<file path="src/rtl/puf_soc_scan_ctrl.sv">
// Scan sequencer for the PUF response mux: visits each enabled instance in ascending
// order, waits the settle time, samples into a packed vector, then hands it off valid/ready.
module puf_soc_scan_ctrl #(
    parameter int N_BIT      = 1,
    parameter int MUX_SZ     = 16,
    parameter int SETTLE_CYC = 4
) (
    input  logic                      i_clk,
    input  logic                      i_rst_n,
    input  logic                      i_start,
    input  logic [MUX_SZ-1:0]         i_en_mask,
    input  logic [N_BIT-1:0]          i_mux_data,
    output logic [$clog2(MUX_SZ)-1:0] o_sel_mux,
    output logic                      o_busy,
    output logic [MUX_SZ*N_BIT-1:0]   o_resp,
    output logic                      o_valid,
    input  logic                      i_ready
);
    localparam int SW = $clog2(MUX_SZ);
    localparam logic [7:0] CNT_LOAD = 8'(SETTLE_CYC - 1);

    typedef enum logic [1:0] {IDLE, SETTLE, SAMPLE, DONE} state_t;

    state_t                    r_state, w_state_nxt;
    logic [SW-1:0]             r_sel;
    logic [7:0]                r_cnt;
    logic [MUX_SZ-1:0]         r_mask;
    logic [MUX_SZ*N_BIT-1:0]   r_resp;

    logic [SW-1:0]             w_first_idx;
    logic [SW-1:0]             w_nxt_idx;
    logic                      w_nxt_vld;
    int                        w_sel_int;

    // Priority searches: descending loops so the lowest qualifying index wins.
    always_comb begin
        w_first_idx = '0;
        w_nxt_idx   = '0;
        w_nxt_vld   = 1'b0;
        w_sel_int   = int'(r_sel);
        for (int k = MUX_SZ - 1; k >= 0; k--) begin
            if (i_en_mask[k]) w_first_idx = SW'(k);
            if (r_mask[k] && (k > w_sel_int)) begin
                w_nxt_idx = SW'(k);
                w_nxt_vld = 1'b1;
            end
        end
    end

    always_comb begin
        w_state_nxt = r_state;
        case (r_state)
            IDLE:    if (i_start) w_state_nxt = (i_en_mask == '0) ? DONE : SETTLE;
            SETTLE:  if (r_cnt == 8'd0) w_state_nxt = SAMPLE;
            SAMPLE:  w_state_nxt = w_nxt_vld ? SETTLE : DONE;
            DONE:    if (i_ready) w_state_nxt = IDLE;
            default: w_state_nxt = IDLE;
        endcase
    end

    always_ff @(posedge i_clk or negedge i_rst_n) begin
        if (!i_rst_n) r_state <= IDLE;
        else          r_state <= w_state_nxt;
    end

    always_ff @(posedge i_clk or negedge i_rst_n) begin
        if (!i_rst_n) begin
            r_sel  <= '0;
            r_cnt  <= 8'd0;
            r_mask <= '0;
            r_resp <= '0;
        end else begin
            case (r_state)
                IDLE: if (i_start) begin
                    r_mask <= i_en_mask;
                    r_resp <= '0;
                    if (i_en_mask != '0) begin
                        r_sel <= w_first_idx;
                        r_cnt <= CNT_LOAD;
                    end
                end
                SETTLE: if (r_cnt != 8'd0) r_cnt <= r_cnt - 8'd1;
                SAMPLE: begin
                    for (int k = 0; k < MUX_SZ; k++)
                        if (r_sel == SW'(k)) r_resp[k*N_BIT +: N_BIT] <= i_mux_data;
                    // On the last enabled slot the select is left on it.
                    if (w_nxt_vld) begin
                        r_sel <= w_nxt_idx;
                        r_cnt <= CNT_LOAD;
                    end
                end
                default: ;
            endcase
        end
    end

    assign o_sel_mux = r_sel;
    assign o_resp    = r_resp;
    assign o_busy    = (r_state != IDLE);
    assign o_valid   = (r_state == DONE);
endmodule

</file>
<file path="config.mk">
export PLATFORM = sky130hd
export DESIGN_NAME = puf_soc_scan_ctrl
export DESIGN_NICKNAME = d
export VERILOG_FILES = /design/src/rtl/puf_soc_scan_ctrl.sv
export SDC_FILE = /design/constraint.sdc
export NUM_CORES = 1
export LEC_CHECK = 0
export CORE_ASPECT_RATIO = 0.7
export CORE_MARGIN = 2
export CORE_UTILIZATION = 35
export DETAILED_ROUTE_END_ITERATION = 16
export PLACE_DENSITY_LB_ADDON = 0.12
export SLEW_MARGIN = 20
export SYNTH_ARGS = -nofsm -noshare
export SYNTH_HDL_FRONTEND = slang
export SYNTH_SLANG_ARGS = --single-unit
export TNS_END_PERCENT = 1
</file>
<file path="constraint.sdc">
create_clock -name i_clk -period 2.45 [get_ports i_clk]
set_input_delay 0.3675 -clock i_clk [delete_from_list [all_inputs] [get_ports i_clk]]
set_output_delay 0.3675 -clock i_clk [all_outputs]
set_load 0.05 [all_outputs]
</file>
# Word-level counts from Yosys, hierarchy flattened
# Index checks and enable logic that the tools add are counted.
[totals] ff_bits=46 input_bits=21 out_inout_bits=22 word_cells=199
[op_classes] add_sub_neg=1 n_lt_le_gt_ge=15 n_eq_ne=40 n_mux=79 reduce_logical=44
[op_table] op="2-to-1 mux 4 bit" count=34
[op_table] op="AND reduction 3 bit" count=17
[op_table] op="!= test 2 bit, second input constant" count=21
[op_table] op="== test 4 bit, second input constant" count=8
[op_table] op="> comparator 4 bit, first input constant" count=8
[op_table] op="2-to-1 mux 8 bit" count=4
[op_table] op="case mux 16 bit (2 select lines)" count=1
[op_table] op="2-to-1 mux 1 bit" count=31
[op_table] op="case mux 8 bit (3 select lines)" count=1
[op_table] op="== test 4 x 3 -> 1 bit, second input constant" count=4
[op_table] op="> comparator 3 x 4 -> 1 bit, first input constant" count=4
[op_table] op="logical NOT 16 bit" count=1
[op_table] op="2-to-1 mux 16 bit" count=1
[op_table] op="nonzero test 16 bit" count=1
[op_table] op="logical AND 1 bit" count=15
[op_table] op="2-to-1 mux 2 bit" count=5
[op_table] op="== test 4 x 2 -> 1 bit, second input constant" count=2
[op_table] op="> comparator 2 x 4 -> 1 bit, first input constant" count=2
[op_table] op="logical NOT 8 bit" count=1
[op_table] op="case mux 2 bit (4 select lines)" count=1
[op_table] op="case mux 4 bit (2 select lines)" count=1
[op_table] op="nonzero test 8 bit" count=1
[op_table] op="subtractor 8 x 1 -> 8 bit, second input constant" count=1
[op_table] op="AND reduction 5 bit" count=1
[op_table] op="other kinds (11)" count=13

# Depth between registers and ports, before layout
[logic_depth] depth_word=19 ltp_mapped=8 depth_no_buf=7

# Least setup slack after synthesis
# OpenSTA, ideal clock, no wires.
[synth_timing] path_type="reg-to-reg" startpoint="reg r_sel[0], in the netlist o_sel_mux[0]" endpoint="reg r_sel[1], in the netlist o_sel_mux[1]" setup_ns=0.127 arrival_ns=2.233 required_ns=2.323 setup_slack_ns=0.089 path_stages_with_launch=8 n_path_buf=1 period_less_slack_ns=2.361 cell_sequence="dfrtp_1 buf_4 or3b_1 a21oi_1 nor2_1 a31oi_4 and2_4 mux2_1"
[synth_between] elab_chain_len=19 word_cells_on_any_way=64 classes_between="order compare: 15; eq/ne: 1; mux: 32; reduce/logical: 16"
[synth_rtl] item="from (decl)" line="25" source="logic [SW-1:0] r_sel;"
[synth_rtl] item="from (signal assigned)" line="78" source="r_sel <= w_first_idx;"
[synth_rtl] item="from (signal assigned)" line="88" source="r_sel <= w_nxt_idx;"
[synth_rtl] item="> comparator 4 bit" line="43" source="if (r_mask[k] && (k > w_sel_int)) begin"
[synth_rtl] item="logical AND 1 bit" line="43"
[synth_rtl] item="2-to-1 mux 1 bit or 2-to-1 mux 4 bit (tied branches) (15 in a row)" line="43"
[synth_rtl] item="!= test 2 bit (no line) or 2-to-1 mux 4 bit (tied branches)"
[synth_rtl] item="AND reduction 4 bit (no line) or case mux 4 bit (2 select lines) (tied branches)"
# Parallel ways exist; a longest one is shown, timed or not. The select of a mux whose other input is x is not followed.
# A chain may end at the register's enable or synchronous reset.

# Worst setup path after layout
[layout_timing] startpoint="reg r_sel[1], in the netlist o_sel_mux[1]" endpoint="out o_sel_mux[1]"
[layout_lines] item="to (decl)" line="13" source="output logic [$clog2(MUX_SZ)-1:0] o_sel_mux,"
# No word-level cell between the ends.

==> out/summary.txt <==
setup TNS - 0 ns
hold buffers post-CTS - 0
Combinational Power Share - 56.5%
CTS H-tree lvls - 2
Synth Cell Area - 2710 um2
Slowest cell on crit path - clkdlybuf4s50_1
reg2reg start - o_sel_mux[2]
Pint - 2.47 mW
Core Rows - 26
Switching Fraction - 45.8%
crit path max fanout - 10
Largest stage delay, worst path - 0.79 ns
Clock power frac - 13.0%
Critical Path AT - 1.98 ns
Area contributors post-synth - dfrtp_1 (42%), nand2_1 (7.3%), mux2_2 (6.6%)
WP data required - 2.08 ns
Syn Inst Count - 303
final hold viol count - 0
full die area - 8480 um2
#FFs+latches synth - 45
CTS buffer count - 5
status - complete, no violations
Hold WS - 0.150 ns
Seq/Total Area, Yosys - 41.5%
Period minus WS final - 2.35 ns
all-layer global routing usage - 17.2%
Primary FF master, synth - dfrtp_1
Chip Width - 109 um
pwr dens - 1310 nW/um2
Syn Area/Cell - 8.95 um2
remaining antenna violation count - 0
count leader, synth - nand2_1
# fillers - 749
Reg area - 1130 um2
CP startpoint kind - flip-flop
Slew @ Worst Pin - 0.590 ns
DR vias/cell - 5.15
capture point of the worst path - o_sel_mux[1]
NumNets Final - 389
R2R Setup Slk - 0.15 ns
synthesized net count - 326
DRT Pass-1 Iters - 4
Peak VDD IR - 0.604 mV
first-pass GRT wire length - 11,400 um
DIE HEIGHT - 77.6 um
vias in the first global route - 2,261
Initial Util - 36.6%
Layout Skew - 0.00764 ns
most frequent cell on the critical path - buf_4
post-synthesis async set-or-reset flop share - 100%
Max-Slew Margin vs Limit - 60.6%
largest net degree at the start of global routing - 46
r2r endpoint - o_sel_mux[0]
Iteration-0 DRC Markers - 110
Hold WC Path Type - in2async
critical-path cell list - buf_4 -> buf_4 -> clkdlybuf4s50_1
Yosys top cell area share - 41.5%
# DRC - 0
clk buf depth - 2
Yosys warning count - 0
CTS Sinks - 45
number of flops mapped to enable cells by yosys - 0
post-synth top area cell - dfrtp_1
Reg2Reg Depth - 6
post-DP HPWL - 5200 um
WS Path Type - reg2out
gr ovfl total - 0
I/O pin total - 43
fmax - 426 MHz
final setup vio count - 0
Crit path depth - 3
final worst path period share - 95.9%
routability congestion estimate - 0.846
Netlist cell types - 61
Final Max Slew Viols - 0
CTS tree - built
Total Wirelength - 6970 um
Buf+Inv Stages, Crit Path - 3
Max-cap violations - 0
Core Region - 7420 um2
Sequential Power Share - 30.6%
initial antenna violation count - 0
CP startpoint - o_sel_mux[1]
vias - 2,394
synth cell count leaders - nand2_1 (53), dfrtp_1 (45), a21oi_1 (26)
Top delay family on crit path - buffers and inverters
Worst-Skew Late Latency - 0.30 ns
share of post-route cells with drive strength above 1 - 17.4%
Multi-input gate area - 1450 um2
Wirelength per Cell - 15.0 um
RSZ-0062 raised after global routing - false
Net Switching - 2.09 mW
Leakage - 1.55 nW
clk slew on worst S/H paths - 0.09 ns
n_diodes - 0
count of buffers from port buffering - 42
Setup crit end kind - output pin
P&R area growth vs syn - 28.7%
root buf cell - clkbuf_8
## layout by cell type (no fill, tap or decap), drive strengths merged, types with 2 or more instances in the layout
cell type,netlist,routed
nor2,25,25
o21ai,17,17
clkbuf,4,7
buf,10,29
mux2i,3,3
a21oi,27,27
nand2b,8,8
o211ai,5,5
mux2,19,19
nor2b,5,5
o22ai,3,3
dfrtp,45,45
nand2,53,53
o31ai,2,2
nor4b,2,2
ha,2,2
nor3b,4,4
a31oi,6,6
clkdlybuf4s50,0,41
a22o,3,3
o21a,5,5
nor4,6,6
and2,4,4
o22a,2,2
nand3,3,3
or2,2,2
nor3,4,4
inv,12,12
## through the flow
stage / setup WS, ns / cell area (um2) / instances / power [mW] / utilization, %
floorplan: 0.0892 / 2710 / 303 / 3.16 / -
global placement: 0.0453 / 3350 / 454 / 3.97 / 45.1
detailed placement: -0.0246 / 3350 / 454 / 3.99 / 45.1
CTS: 0.0617 / 3460 / 462 / 4.59 / 46.7
global route: 0.0315 / 3490 / 465 / 4.90 / 47.0
finish: 0.101 / 3490 / 465 / 4.57 / 47.0
## metal layers
metal / vias to the layer above / wire length (um) / part of all wire (%) / track usage, %
met4: 0 / 47 / 0.67 / 3.80
met1: 1139 / 3850 / 55 / 28.3
met5: - / 0 / 0 / 0
met2: 47 / 2710 / 39 / 22.7
li1: 1204 / - / - / -
met3: 4 / 366 / 5.3 / 3.11
## power by group through the flow
stage,clock network (mW),logic [mW],registers (mW)
6_report,0.593,2.58,1.40
5_1_grt,0.648,2.81,1.45
4_1_cts,0.611,2.59,1.39
3_5_place_dp,0,2.58,1.41
3_3_place_gp,0,2.57,1.40
2_1_floorplan,0,1.41,1.74
## sequential cells by signal, summed over array words and instances, names as in the netlist
signal	cells
r_cnt	8
r_state	2
o_resp	16
o_sel_mux	4
r_mask	15
## worst min path at each step
stage                         start    endpoint  slack, ns  cells after the start
after global routing        i_rst_n   o_resp[8]       0.19                      2
final                       i_rst_n   o_resp[8]       0.15                      2
after floorplan             i_rst_n   o_resp[0]       0.07                      0
after detailed placement  r_mask[6]   r_mask[6]       0.45                      2
after CTS                   i_rst_n  r_mask[11]       0.17                      2
after global placement    r_mask[6]   r_mask[6]       0.46                      2
## cells by family (layout without fill, tap and decap cells)
kind of cell	count (synthesis)	count (layout)	synth area share, %
AND/OR/NAND/NOR	122	122	22.2
buffers and inverters	26	90	4.94
multiplexers	22	22	9.14
AO/OA/AOI/OAI	86	86	21.3
adder cells (fa/ha/maj)	2	2	0.923
flip-flops	45	45	41.5
## cell type report
type	instances	share of cell area, %
multi-input combinational	232	41.7
sequential	45	32.3
timing repair buffer	70	17.9
tap	98	3.51
clock buffer	7	2.47
inverter	12	1.29
clock inverter	1	0.861
## what timing repair did
item	4_1_cts	5_1_grt
endpoints found under the hold margin	0	0
gates resized for setup	0	1
buffers inserted	0	3
endpoints found under the setup margin	0	4
(Power assumes the default switching activity.)
